**config.mk**
```make
export PLATFORM = sky130hd
export DESIGN_NAME = id_ex_operand_stage
export DESIGN_NICKNAME = d
export VERILOG_FILES = /design/src/rtl/cpu_pkg.sv /design/src/rtl/forward_unit.sv /design/src/rtl/id_ex_operand_stage.sv
export SDC_FILE = /design/constraint.sdc
export NUM_CORES = 1
export LEC_CHECK = 0
export CAP_MARGIN = 15
export CELL_PAD_IN_SITES_DETAIL_PLACEMENT = 2
export CELL_PAD_IN_SITES_GLOBAL_PLACEMENT = 2
export CORE_ASPECT_RATIO = 1.75
export CORE_MARGIN = 2
export CORE_UTILIZATION = 25
export DETAILED_ROUTE_END_ITERATION = 12
export PLACE_DENSITY_LB_ADDON = 0.12
export SLEW_MARGIN = 20
export SYNTH_ARGS = -nofsm -noshare
export SYNTH_HDL_FRONTEND = slang
export SYNTH_SLANG_ARGS = --single-unit
```
**constraint.sdc**
```tcl
create_clock -name clk -period 5.2 [get_ports clk]
set_input_delay 1.04 -clock clk [delete_from_list [all_inputs] [get_ports clk]]
set_output_delay 1.04 -clock clk [all_outputs]
set_load 0.01 [all_outputs]
```
**src/rtl/cpu_pkg.sv**
```systemverilog
// Shared widths and types for the ID/EX operand stage and its forwarding units.
package cpu_pkg;

    localparam int DATA_WIDTH = 32;
    localparam int REG_ADDR_W = 5;
    localparam int ALUCTRL_W  = 3;

    typedef enum logic [1:0] {
        FWD_REG   = 2'd0,
        FWD_EXMEM = 2'd1,
        FWD_MEMWB = 2'd2
    } fwd_sel_t;

    typedef struct packed {
        logic [ALUCTRL_W-1:0] aluctrl;
        logic                 alusrc;
        logic                 regwrite;
        logic                 memread;
        logic                 memwrite;
    } id_ex_ctrl_t;

    localparam id_ex_ctrl_t CTRL_BUBBLE = '0;

endpackage

```
**src/rtl/forward_unit.sv**
```systemverilog
// Combinational RAW resolver for one source operand; the younger EX/MEM write beats MEM/WB.
module forward_unit #(
    parameter int DATA_WIDTH = cpu_pkg::DATA_WIDTH,
    parameter int REG_ADDR_W = cpu_pkg::REG_ADDR_W
) (
    input  logic [REG_ADDR_W-1:0] src_addr,
    input  logic [REG_ADDR_W-1:0] exmem_rd,
    input  logic                  exmem_regwrite,
    input  logic [DATA_WIDTH-1:0] exmem_result,
    input  logic [REG_ADDR_W-1:0] memwb_rd,
    input  logic                  memwb_regwrite,
    input  logic [DATA_WIDTH-1:0] memwb_result,
    input  logic [DATA_WIDTH-1:0] reg_data,
    output cpu_pkg::fwd_sel_t     fwd_sel,
    output logic [DATA_WIDTH-1:0] fwd_data
);
    import cpu_pkg::*;

    logic exmem_hit;
    logic memwb_hit;

    // x0 is hardwired to zero, so a write targeting it must never be forwarded.
    assign exmem_hit = exmem_regwrite && (exmem_rd != '0) && (exmem_rd == src_addr);
    assign memwb_hit = memwb_regwrite && (memwb_rd != '0) && (memwb_rd == src_addr);

    always_comb begin
        fwd_sel  = FWD_REG;
        fwd_data = reg_data;
        if (exmem_hit) begin
            fwd_sel  = FWD_EXMEM;
            fwd_data = exmem_result;
        end else if (memwb_hit) begin
            fwd_sel  = FWD_MEMWB;
            fwd_data = memwb_result;
        end
    end

endmodule

```
**src/rtl/id_ex_operand_stage.sv**
```systemverilog
// ID/EX pipeline register with operand forwarding and load-use stall detection.
// Optional stall/flush performance counters are enabled with ID_EX_PERF_CNT_EN.
module id_ex_operand_stage #(
    parameter int DATA_WIDTH = cpu_pkg::DATA_WIDTH,
    parameter int REG_ADDR_W = cpu_pkg::REG_ADDR_W
) (
    input  logic                  clk,
    input  logic                  rst_n,
    input  logic                  id_valid,
    input  logic [REG_ADDR_W-1:0] id_rs1_addr,
    input  logic [REG_ADDR_W-1:0] id_rs2_addr,
    input  logic [REG_ADDR_W-1:0] id_rd_addr,
    input  logic [DATA_WIDTH-1:0] id_rs1_data,
    input  logic [DATA_WIDTH-1:0] id_rs2_data,
    input  logic [DATA_WIDTH-1:0] id_imm,
    input  logic                  id_alusrc,
    input  logic [2:0]            id_aluctrl,
    input  logic                  id_regwrite,
    input  logic                  id_memread,
    input  logic                  id_memwrite,
    input  logic                  flush,
    input  logic [REG_ADDR_W-1:0] exmem_rd,
    input  logic                  exmem_regwrite,
    input  logic [DATA_WIDTH-1:0] exmem_result,
    input  logic [REG_ADDR_W-1:0] memwb_rd,
    input  logic                  memwb_regwrite,
    input  logic [DATA_WIDTH-1:0] memwb_result,
    output logic                  stall,
    output logic                  ex_valid,
    output logic [DATA_WIDTH-1:0] ALUop1,
    output logic [DATA_WIDTH-1:0] ALUop2,
    output logic [2:0]            ALUctrl,
    output logic [DATA_WIDTH-1:0] ex_store_data,
    output logic [REG_ADDR_W-1:0] ex_rd,
    output logic                  ex_regwrite,
    output logic                  ex_memread,
    output logic                  ex_memwrite
`ifdef ID_EX_PERF_CNT_EN
    ,
    output logic [31:0]           stall_cnt,
    output logic [31:0]           flush_cnt
`endif
);
    import cpu_pkg::*;

    logic                  ex_valid_q,    ex_valid_d;
    id_ex_ctrl_t           ex_ctrl_q,     ex_ctrl_d;
    logic [REG_ADDR_W-1:0] ex_rd_q,       ex_rd_d;
    logic [REG_ADDR_W-1:0] ex_rs1_addr_q, ex_rs1_addr_d;
    logic [REG_ADDR_W-1:0] ex_rs2_addr_q, ex_rs2_addr_d;
    logic [DATA_WIDTH-1:0] ex_rs1_data_q, ex_rs1_data_d;
    logic [DATA_WIDTH-1:0] ex_rs2_data_q, ex_rs2_data_d;
    logic [DATA_WIDTH-1:0] ex_imm_q,      ex_imm_d;

    logic                  load_use_hit;
    logic                  bubble;

    fwd_sel_t              rs1_fwd_sel;
    fwd_sel_t              rs2_fwd_sel;
    logic [DATA_WIDTH-1:0] rs1_fwd_data;
    logic [DATA_WIDTH-1:0] rs2_fwd_data;
    logic                  unused_fwd_sel;

    // A load in EX only has its data at the end of MEM, so a dependent instruction must wait one cycle.
    assign load_use_hit = ex_valid_q && ex_ctrl_q.memread && (ex_rd_q != '0) &&
                          ((ex_rd_q == id_rs1_addr) || (ex_rd_q == id_rs2_addr));
    assign stall        = id_valid && load_use_hit;
    assign bubble       = flush || stall;

    always_comb begin
        ex_valid_d    = id_valid;
        ex_ctrl_d     = '{aluctrl:  id_aluctrl,
                          alusrc:   id_alusrc,
                          regwrite: id_regwrite,
                          memread:  id_memread,
                          memwrite: id_memwrite};
        ex_rd_d       = id_rd_addr;
        ex_rs1_addr_d = id_rs1_addr;
        ex_rs2_addr_d = id_rs2_addr;
        ex_rs1_data_d = id_rs1_data;
        ex_rs2_data_d = id_rs2_data;
        ex_imm_d      = id_imm;
        // Bubble clears the source indices too, so an empty slot can never trigger a forward.
        if (bubble) begin
            ex_valid_d    = 1'b0;
            ex_ctrl_d     = CTRL_BUBBLE;
            ex_rd_d       = '0;
            ex_rs1_addr_d = '0;
            ex_rs2_addr_d = '0;
            ex_rs1_data_d = '0;
            ex_rs2_data_d = '0;
            ex_imm_d      = '0;
        end
    end

    always_ff @(posedge clk or negedge rst_n) begin
        if (!rst_n) begin
            ex_valid_q    <= 1'b0;
            ex_ctrl_q     <= CTRL_BUBBLE;
            ex_rd_q       <= '0;
            ex_rs1_addr_q <= '0;
            ex_rs2_addr_q <= '0;
            ex_rs1_data_q <= '0;
            ex_rs2_data_q <= '0;
            ex_imm_q      <= '0;
        end else begin
            ex_valid_q    <= ex_valid_d;
            ex_ctrl_q     <= ex_ctrl_d;
            ex_rd_q       <= ex_rd_d;
            ex_rs1_addr_q <= ex_rs1_addr_d;
            ex_rs2_addr_q <= ex_rs2_addr_d;
            ex_rs1_data_q <= ex_rs1_data_d;
            ex_rs2_data_q <= ex_rs2_data_d;
            ex_imm_q      <= ex_imm_d;
        end
    end

    forward_unit #(
        .DATA_WIDTH (DATA_WIDTH),
        .REG_ADDR_W (REG_ADDR_W)
    ) u_fwd_rs1 (
        .src_addr       (ex_rs1_addr_q),
        .exmem_rd       (exmem_rd),
        .exmem_regwrite (exmem_regwrite),
        .exmem_result   (exmem_result),
        .memwb_rd       (memwb_rd),
        .memwb_regwrite (memwb_regwrite),
        .memwb_result   (memwb_result),
        .reg_data       (ex_rs1_data_q),
        .fwd_sel        (rs1_fwd_sel),
        .fwd_data       (rs1_fwd_data)
    );

    forward_unit #(
        .DATA_WIDTH (DATA_WIDTH),
        .REG_ADDR_W (REG_ADDR_W)
    ) u_fwd_rs2 (
        .src_addr       (ex_rs2_addr_q),
        .exmem_rd       (exmem_rd),
        .exmem_regwrite (exmem_regwrite),
        .exmem_result   (exmem_result),
        .memwb_rd       (memwb_rd),
        .memwb_regwrite (memwb_regwrite),
        .memwb_result   (memwb_result),
        .reg_data       (ex_rs2_data_q),
        .fwd_sel        (rs2_fwd_sel),
        .fwd_data       (rs2_fwd_data)
    );

    // Select codes are kept for debug visibility; the datapath uses the resolved data directly.
    assign unused_fwd_sel = ^{rs1_fwd_sel, rs2_fwd_sel};

    assign ex_valid      = ex_valid_q;
    assign ALUop1        = rs1_fwd_data;
    assign ALUop2        = ex_ctrl_q.alusrc ? ex_imm_q : rs2_fwd_data;
    assign ex_store_data = rs2_fwd_data;
    assign ALUctrl       = ex_ctrl_q.aluctrl;
    assign ex_rd         = ex_rd_q;
    assign ex_regwrite   = ex_valid_q && ex_ctrl_q.regwrite;
    assign ex_memread    = ex_valid_q && ex_ctrl_q.memread;
    assign ex_memwrite   = ex_valid_q && ex_ctrl_q.memwrite;

`ifdef ID_EX_PERF_CNT_EN
    logic [31:0] stall_cnt_q, stall_cnt_d;
    logic [31:0] flush_cnt_q, flush_cnt_d;

    always_comb begin
        stall_cnt_d = stall_cnt_q + {31'b0, stall};
        flush_cnt_d = flush_cnt_q + {31'b0, flush};
    end

    always_ff @(posedge clk or negedge rst_n) begin
        if (!rst_n) begin
            stall_cnt_q <= '0;
            flush_cnt_q <= '0;
        end else begin
            stall_cnt_q <= stall_cnt_d;
            flush_cnt_q <= flush_cnt_d;
        end
    end

    assign stall_cnt = stall_cnt_q;
    assign flush_cnt = flush_cnt_q;
`endif

endmodule
```
==> results.py, run 1 <==
metrics = {
    "synthesis": {
        "syn_avg_cell_area_um2": 9.76,
        "yosysSeqAreaShare_pct": 48.0,
        "synth.distinct_cells": 32,
        "synth_seq_cells": 119,
        "netlist_instances": 635,
        "synth_warnings": 0,
        "synth_ff_type": "dfrtp_1",
        "syn_nets": 833,
        "synth-edff-count": 0,
        "synth_area_um2": 6200,
        "async_flop_share_pct": 100,
    },
    "placement": {
        "dp_cells": 1222,
        "dp_hpwl_um": 21000,
        "routabilityCongestion": 0.850,
        "numPortBuffers": 306,
    },
    "status": {
        "status": "completed",
    },
    "floorplan": {
        "die_x_um": 123,
        "die_area_um2": 26100,
        "die_y_um": 212,
        "start_util_pct": 25.3,
        "rows": 76,
        "ioPinCount": 307,
        "core_area_um2": 24500,
    },
    "drt": {
        "drc": 0,
        "dr.pass1.iters": 4,
        "wl_per_cell_um": 22.2,
        "num_vias": 5992,
        "ant_nets": 0,
        "drt_iter0_markers": 161,
        "wl_um": 27900,
        "via_per_inst": 4.77,
    },
    "cts": {
        "cts_made_buffers": 17,
        "cts_tree": "yes",
        "clk_path_buf_depth": 2,
        "cts-root-buf": "clkbuf_16",
        "cts-hold-fix-buffers": 0,
        "clk_pin_slew_ns": 0.05,
        "clkSinkCount": 119,
        "htreeDepth": 4,
        "insertion_delay_ns": 0.44,
    },
    "worst_setup_path": {
        "criticalPathCategory": "primary input to output pin",
        "crit_path_max_incr_delay_ns": 0.63,
        "path_buf_inv": 3,
        "cp_common_cell": "clkdlybuf4s50_1",
        "cp-end-kind": "output pin",
        "crit_chain": "clkdlybuf4s50_1 -> xnor2_1 -> nand4_1 -> buf_4 -> or3_1 -> a31oi_1 -> mux2_2 -> clkdlybuf4s50_1",
        "crit_slowest_cell": "clkdlybuf4s50_1",
        "crit_path_max_fanout": 36,
        "path_delay_family": "buffers and inverters",
        "worstPathArrival_ns": 3.95,
        "required_ns": 4.16,
        "start_kind": "primary input",
    },
    "layout": {
        "layout_commonest_cell": "clkdlybuf4s50_1",
        "layout-drive-gt1-share_pct": 8.40,
        "finalNonFillerCells": 1256,
        "final_util_pct": 41.3,
        "area_growth_syn_to_layout_pct": 63.6,
        "mostFrequentLayoutCells": "clkdlybuf4s50_1, and2_1, dfrtp_1",
        "nets": 1127,
        "fillerInstances": 2617,
    },
    "power": {
        "p_per_area_nw_per_um2": 259,
        "ir_worst_vdd_mv": 0.209,
        "p_leak_nw": 4.14,
    },
    "grt": {
        "track_usage_pct": 22.0,
        "overflow": 0,
        "grt_pass1_vias": 7046,
        "grt_pass1_wl_um": 41400,
        "antenna_found_initial": 4,
        "grt_max_degree": 63,
    },
    "timing": {
        "rsz0062_at_grt": "false",
        "tightest_slew_ns": 1.06,
        "fin_crit_ns": 4.99,
        "setup_viol": 0,
        "timing.fmax_mhz": 201,
        "timing.hold.ws_ns": 0.537,
        "slew_headroom_pct": 29.6,
        "clock_skew_ns": 0.00581,
        "hold_viol": 0,
        "slew_viol_final": 0,
        "post-route-period-util_pct": 95.9,
    },
    "worst_hold_path": {
        "hold_path.class": "primary input to async pin",
    },
    "run": {
        "drv_cap": 0,
    },
}
[power by group]
group | leakage (nW) | switching [mW] | internal (mW)
clock | 0.251 | 0.425 | 0.622
combinational | 2.36 | 0.247 | 0.333
sequential | 1.53 | 0.0254 | 0.974
[area by class of cell]
type / instances / area [um^2] / area share (%)
clock inverters: 5 / 25.0 / 0.247
well taps: 312 / 390 / 3.85
multi-input cells: 442 / 2920 / 28.8
diodes: 4 / 10.0 / 0.0987
flip-flops and latches: 119 / 2980 / 29.4
clock buffers: 25 / 475 / 4.69
repair buffers: 326 / 3250 / 32.0
inverters: 23 / 86.3 / 0.852
[routing by layer]
| metal | up-vias | share of wire [%] | global-route usage (%) |
|---|---|---|---|
| met1 | 3038 | 33 | 20.6 |
| li1 | 2732 | - | - |
| met3 | 36 | 5.4 | 5.10 |
| met2 | 186 | 59 | 43.6 |
| met4 | 0 | 2.6 | 9.60 |
| met5 | - | 0 | 0 |
[per-stage QoR]
stage          instance area [um^2]  power, mW  setup TNS (ns)  worst slack (ns)
3_3_place_gp                   9620       1.58               0            0.0872
3_5_place_dp                   9620       1.60          -0.196            -0.144
5_1_grt                       10100       2.74               0             0.114
4_1_cts                       10100       2.68               0             0.176
2_1_floorplan                  6200       1.21               0              1.50
6_report                      10100       2.63               0             0.213
[worst register-to-register path, delay by kind of cell, from the launching register on]
| kind | cells | cell delay (ns) |
|---|---|---|
| AO/OA/AOI/OAI | 2 | 0.44 |
| AND/OR/NAND/NOR | 2 | 0.83 |
| buffers and inverters | 1 | 0.45 |
| flip-flops | 1 | 0.42 |
[cells in the mapped netlist, drive strengths merged, types with 11 or more instances]
master  instances  area, um^2
clkbuf         25        93.8
dfrtp         119        2980
o21ai          24         120
buf            26         160
a31oi          23         144
and2          123         769
nor3           23         115
mux2i          32         320
or3            23         144
nand2          11        41.3
xnor2          26         235
nor2           53         199
mux2           23         259
a21oi          33         165
inv            23        86.3
[worst paths after layout]
| path | end | startpoint | cells past startpoint | slack [ns] |
|---|---|---|---|---|
| max | ALUop2[17] | memwb_rd[0] | 8 | 0.21 |
| min | ex_rd[1]$_DFF_PN0_ | rst_n | 1 | 0.54 |
| max reg2reg | ex_imm_q[17]$_DFF_PN0_ | ex_rd[1]$_DFF_PN0_ | 5 | 3.00 |
| min reg2reg | ex_rd[2]$_DFF_PN0_ | ex_rd[0]$_DFF_PN0_ | 4 | 1.30 |
| max in group asynchronous | ex_ctrl_q[3]$_DFF_PN0_ | rst_n | 2 | 3.61 |
| min in group clk | ex_ctrl_q[2]$_DFF_PN0_ | id_regwrite | 2 | 1.15 |
[cell families after synthesis]
kind of cell,after synthesis,share of synthesized area (%)
compound gates,102,9.95
flops,119,48.0
buf+inv,74,5.49
simple gates,255,22.8
mux,55,9.35
xor+xnor,30,4.36
[registers in the layout, summed over array words and instances (netlist names)]
register       cells
ex_imm_q          32
ex_rs1_data_q     32
ex_rs2_data_q     32
ex_rd              5
ex_rs1_addr_q      5
ex_rs2_addr_q      5
ex_ctrl_q          4
ALUctrl            3
ex_valid           1
[what timing repair did]
action	CTS	global route
endpoints found under the hold margin	0	0
setup buffers	0	0
setup endpoints to repair	6	0
resized for setup	2	0
Power figures use the tool's default switching activity.
==> run 2: changes to the inputs <==
Settings changed: CAP_MARGIN 15 to 40, PLACE_DENSITY set to 0.85, PLACE_DENSITY_LB_ADDON 0.12 to unset, SKIP_CTS_REPAIR_TIMING set to 1.
==> run 2 against run 1 <==
Total power grew 7.0%. Register-to-register slack lost 0.16 ns. Clock skew grew 0.0021 ns. Setup slack lost 0.040 ns. Cell count grew 0.88%. Die area is the same. Combinational power grew 1%. First-iteration DRC count shrank 3.1%. Non-clock buffer count grew 4. Clock power grew 16%. Wire length grew 2.1%. Utilization grew 0.69 points.
==> results.py, run 2 (synthesis gave the netlist of run 1 again) <==
metrics = {
    "worst_setup_path": {
        "worstPathArrival_ns": 3.99,
        "required_ns": 4.16,
        "r2r_cells": 5,
        "crit_path_max_incr_delay_ns": 0.62,
        "reg2reg_to": "ex_rs1_data_q[7]$_DFF_PN0_",
        "rrSetupSlack_ns": 2.84,
        "crit_start": "memwb_rd[2]",
        "cp-end-kind": "output pin",
        "criticalPathCategory": "primary input to output pin",
        "start_kind": "primary input",
        "rr_startpoint": "ex_rd[1]$_DFF_PN0_",
        "crit_slowest_cell": "or4_1",
        "crit_chain": "clkdlybuf4s50_1 -> or4_1 -> nor2_1 -> nor2_1 -> buf_4 -> a221oi_1 -> o31ai_1 -> clkdlybuf4s50_1",
        "crit_path_max_fanout": 5,
    },
    "floorplan": {
        "rows": 76,
        "ioPinCount": 307,
        "start_util_pct": 25.3,
        "core_area_um2": 24500,
        "die_area_um2": 26100,
        "die_x_um": 123,
        "die_y_um": 212,
    },
    "grt": {
        "track_usage_pct": 22.3,
        "use_met3_pct": 5.07,
        "antenna_found_initial": 8,
        "grt_pass1_vias": 7148,
        "overflow": 0,
        "met2_usage_pct": 42.8,
        "grt_pass1_wl_um": 42300,
        "grt_max_degree": 65,
        "top_usage_layer": "met2",
        "use_met1_pct": 21.4,
    },
    "cts": {
        "cts_made_buffers": 17,
        "cts-root-buf": "clkbuf_16",
        "clk_path_buf_depth": 2,
        "insertion_delay_ns": 0.44,
        "clkSinkCount": 119,
        "clk_pin_slew_ns": 0.05,
        "htreeDepth": 4,
        "cts_tree": "yes",
    },
    "placement": {
        "numPortBuffers": 306,
        "dp_hpwl_um": 21200,
        "routabilityCongestion": 0.823,
    },
    "power": {
        "fin_total_pwr_mw": 2.81,
        "p_leak_nw": 4.22,
        "ir_worst_vdd_mv": 0.218,
        "p_per_area_nw_per_um2": 273,
    },
    "timing": {
        "hold_viol": 0,
        "setup_tns_ns": 0,
        "rsz0062_at_grt": "false",
        "tightest_slew_ns": 0.688,
        "slew_headroom_pct": 54.1,
        "timing.fmax_mhz": 199,
        "setup_viol": 0,
        "slew_viol_final": 0,
        "post-route-period-util_pct": 96.7,
        "clock_skew_ns": 0.00788,
        "timing.hold.ws_ns": 0.491,
        "fin_crit_ns": 5.03,
    },
    "layout": {
        "multiInputGateArea_um2": 2920,
        "layout_commonest_cell": "clkdlybuf4s50_1",
        "nets": 1131,
        "fillerInstances": 2616,
        "layout-drive-gt1-share_pct": 8.99,
        "mostFrequentLayoutCells": "clkdlybuf4s50_1, and2_1, dfrtp_1",
        "reg_top3": "ex_imm_q (32), ex_rs1_data_q (32), ex_rs2_data_q (32)",
        "area_growth_syn_to_layout_pct": 66.3,
        "seq_area_um2": 2980,
    },
    "worst_hold_path": {
        "hold_path.class": "primary input to async pin",
    },
    "status": {
        "status": "completed",
    },
    "run": {
        "drv_cap": 0,
    },
    "drt": {
        "dr.pass1.iters": 4,
        "drc": 0,
        "wl_um": 28500,
        "wl_per_cell_um": 22.5,
        "ant_nets": 0,
        "num_vias": 6029,
        "via_per_inst": 4.76,
        "drt_iter0_markers": 156,
    },
}
[run 2: changes by cell type in the layout (fill, tap and decap cells not counted)]
cell / delta
buf_12: -1
buf_16: +2
buf_4: +2
buf_6: +1
bufinv_16: +3
clkbuf_1: -2
clkbuf_8: +1
clkinv_2: -2
clkinvlp_4: +2
diode_2: +5
nor2_1: +2
nor2_2: -2
[run 2: through the flow]
| stage | util (%) | std cells | instance area, um^2 | setup slack, ns |
|---|---|---|---|---|
| final | 42.0 | 1267 | 10300 | 0.173 |
| after global routing | 42.0 | 1265 | 10300 | 0.0564 |
| after CTS | 41.9 | 1258 | 10300 | 0.160 |
| after detailed placement | 39.5 | 1226 | 9680 | 0.166 |
| after global placement | 39.2 | 1222 | 9610 | 0.164 |
| after floorplan | - | 635 | 6200 | 1.50 |
[run 2: area by class of cell]
cell class	count	area share, %
Sequential cell	119	28.9
Timing Repair Buffer	330	32.1
Clock buffer	24	4.67
Clock inverter	8	1.17
Inverter	23	0.837
Tap cell	312	3.79
Antenna cell	9	0.218
Multi-Input combinational cell	442	28.3
[run 2: worst max path at each step]
stage	endpoint	depth (start not counted)
floorplan	ALUop2[29]	7
global placement	ALUop2[19]	7
detailed placement	ALUop2[19]	8
CTS	ALUop2[19]	8
global route	ALUop2[19]	8
finish	ALUop2[19]	8
[run 2: report_power, final]
part / switching (mW) / internal (mW) / total, mW / leakage, nW
clock network: 0.437 / 0.788 / 1.22 / 0.290
registers: 0.0242 / 0.974 / 0.998 / 1.53
logic: 0.249 / 0.338 / 0.587 / 2.39
[run 2: routing by layer]
layer | part of all wire, % | routed length, um | vias up
li1 | - | - | 2754
met4 | 3.9 | 1110 | 2
met3 | 4.8 | 1370 | 52
met2 | 58 | 16400 | 203
met5 | 0.046 | 13 | -
met1 | 34 | 9570 | 3018
[run 2: critical path: cells and delay by family]
family	cells	cell delay (ns)
buffers and inverters	3	1.21
AND/OR/NAND/NOR	3	1.07
AO/OA/AOI/OAI	2	0.67
==> run 3: changes to the inputs <==
Settings changed: ABC_AREA set to 1, CORE_UTILIZATION 25 to 24.
==> run 3 against run 2 <==
Cell area up 6.6%. Clock power up 7%. Fmax grew 8.5%. Wire length rose by 19%. First-iteration DRC count grew 31%. Sequential power shrank 0.4%. Largest power group unchanged. Highest routed layer is now met4.
==> results.py, run 3 <==
metrics = {
    "floorplan": {
        "core_area_um2": 28000,
        "start_util_pct": 24.5,
        "die_y_um": 227,
        "die_x_um": 132,
        "die_area_um2": 30000,
        "ioPinCount": 307,
        "rows": 81,
    },
    "drt": {
        "drt_iter0_markers": 204,
        "dr.pass1.iters": 4,
        "num_vias": 7456,
        "drc": 0,
        "ant_nets": 0,
        "via_per_inst": 4.54,
        "wl_um": 33800,
        "wl_per_cell_um": 20.6,
    },
    "placement": {
        "place_ws_ns": 0.602,
        "placed_area_um2": 10300,
        "routabilityCongestion": 0.831,
        "dp_hpwl_um": 25800,
        "numPortBuffers": 306,
        "dp_cells": 1597,
    },
    "grt": {
        "grt_pass1_vias": 8667,
        "antenna_found_initial": 12,
        "track_usage_pct": 22.8,
        "overflow": 0,
        "grt_pass1_wl_um": 51000,
        "grt_max_degree": 69,
    },
    "synthesis": {
        "yosysSeqAreaShare_pct": 43.5,
        "synth_area_leader_cell": "dfrtp_1",
        "yosysTopAreaCellShare_pct": 43.5,
        "netlist_instances": 952,
        "synthTopCellsByArea": "dfrtp_1, nand2_1, nand3_1, inv_1, nand3b_1",
        "synth_warnings": 0,
        "synth-edff-count": 0,
        "syn_nets": 1150,
        "synth_area_um2": 6850,
        "synth_ff_type": "dfrtp_1",
        "syn_avg_cell_area_um2": 7.19,
        "synth_seq_cells": 119,
        "synth.most_common_cell": "nand2_1",
        "async_flop_share_pct": 100,
        "synth.distinct_cells": 23,
        "yosys-top-cells-count": "nand2_1, inv_1, nand3_1, nor2_1, dfrtp_1",
    },
    "timing": {
        "tightest_slew_ns": 0.665,
        "slew_headroom_pct": 55.7,
        "fin_crit_ns": 4.63,
        "layout_setup_ws_ns": 0.566,
        "timing.hold.ws_ns": 0.474,
        "hold_viol": 0,
        "clock_skew_ns": 0.00751,
        "setup_tns_ns": 0,
        "post-route-period-util_pct": 89.1,
        "setup_viol": 0,
        "rsz0062_at_grt": "false",
        "timing.fmax_mhz": 216,
        "slew_viol_final": 0,
    },
    "cts": {
        "cts_tree": "yes",
        "cts-root-buf": "clkbuf_16",
        "clk_pin_slew_ns": 0.05,
        "clkSinkCount": 119,
        "htreeDepth": 4,
        "cts_made_buffers": 17,
        "insertion_delay_ns": 0.44,
        "clk_path_buf_depth": 2,
    },
    "layout": {
        "final_area_um2": 11000,
        "mostFrequentLayoutCells": "clkdlybuf4s50_1, nand2_1, inv_1",
        "final_util_pct": 39.3,
        "layout-drive-gt1-share_pct": 5.10,
        "layout_commonest_cell": "clkdlybuf4s50_1",
        "area_growth_syn_to_layout_pct": 60.5,
        "reg_top3": "ex_imm_q (32), ex_rs1_data_q (32), ex_rs2_data_q (32)",
        "finalNonFillerCells": 1641,
        "nets": 1441,
    },
    "run": {
        "drv_cap": 0,
    },
    "worst_setup_path": {
        "crit_path_max_incr_delay_ns": 0.61,
        "crit_chain": "clkdlybuf4s50_1 -> xor2_1 -> nor2_4 -> nand2_2 -> buf_12 -> nand2_1 -> nand3_1 -> nand3_1 -> nand2_1 -> clkdlybuf4s50_1",
        "criticalPathCategory": "primary input to output pin",
        "crit_slowest_cell": "clkdlybuf4s50_1",
        "crit_path_max_fanout": 19,
        "cp-end-kind": "output pin",
        "worstPathArrival_ns": 3.59,
        "path_delay_family": "buffers and inverters",
        "path_buf_inv": 3,
        "required_ns": 4.16,
        "start_kind": "primary input",
    },
    "status": {
        "status": "completed",
    },
    "power": {
        "p_leak_nw": 5.48,
        "ir_worst_vdd_mv": 0.214,
        "fin_total_pwr_mw": 2.93,
        "p_per_area_nw_per_um2": 267,
    },
    "worst_hold_path": {
        "hold_path.class": "primary input to async pin",
    },
}
## run 3: cell count changes after synthesis, sizes merged, moves of 32 or more
cell	previous run	this run
and2	123	32
nand3b	0	65
mux2i	32	0
nand2	11	217
nor2	53	132
nand3	3	133
inv	23	164
## run 3: cell type report
class                           instances  area, um^2
Fill cell                            3243       17000
Timing Repair Buffer                  328        3270
Multi-Input combinational cell        613        2990
Sequential cell                       119        2980
Inverter                              164         616
Clock buffer                           23         488
Tap cell                              373         467
Clock inverter                          9         145
Antenna cell                           12        30.0
## run 3: worst paths after layout
kind / cells after the start / start / slack, ns / to
worst max-delay path: 10 / memwb_rd[4] / 0.57 / ALUop2[26]
max in group asynchronous: 3 / rst_n / 3.58 / ex_imm_q[6]$_DFF_PN0_
worst max register to register: 8 / ex_rd[3]$_DFF_PN0_ / 2.89 / ex_imm_q[17]$_DFF_PN0_
min in group clk: 3 / id_rs1_data[25] / 1.12 / ex_rs1_data_q[25]$_DFF_PN0_
worst min register to register: 5 / ex_ctrl_q[1]$_DFF_PN0_ / 1.23 / ex_rs1_addr_q[1]$_DFF_PN0_
worst min-delay path: 1 / rst_n / 0.47 / ex_rd[1]$_DFF_PN0_
## run 3: power by group
part           leakage, nW  internal, mW  switching, mW  total (mW)
clock network        0.317         0.848          0.450        1.30
logic                 3.63         0.325          0.315       0.639
registers             1.53         0.973         0.0203       0.994
total                 5.48          2.15          0.785        2.93
## run 3: routing by layer
layer  track usage [%]  wire, um  up-vias
met5                 0         0        -
met1              21.9     11400     3670
met3              4.19      1320       74
li1                  -         -     3465
met4              12.8      1780        0
met2              45.3     19300      247
## run 3: logic make-up (layout without fill, tap and decap cells)
| logic type | Yosys count | count (layout) | synth area share [%] |
|---|---|---|---|
| AO/OA/AOI/OAI | 4 | 4 | 0.292 |
| other | 0 | 12 | 0 |
| flip-flops | 119 | 119 | 43.5 |
| buffers and inverters | 220 | 524 | 13.4 |
| AND/OR/NAND/NOR | 585 | 585 | 39.8 |
| XOR/XNOR | 24 | 24 | 3.07 |
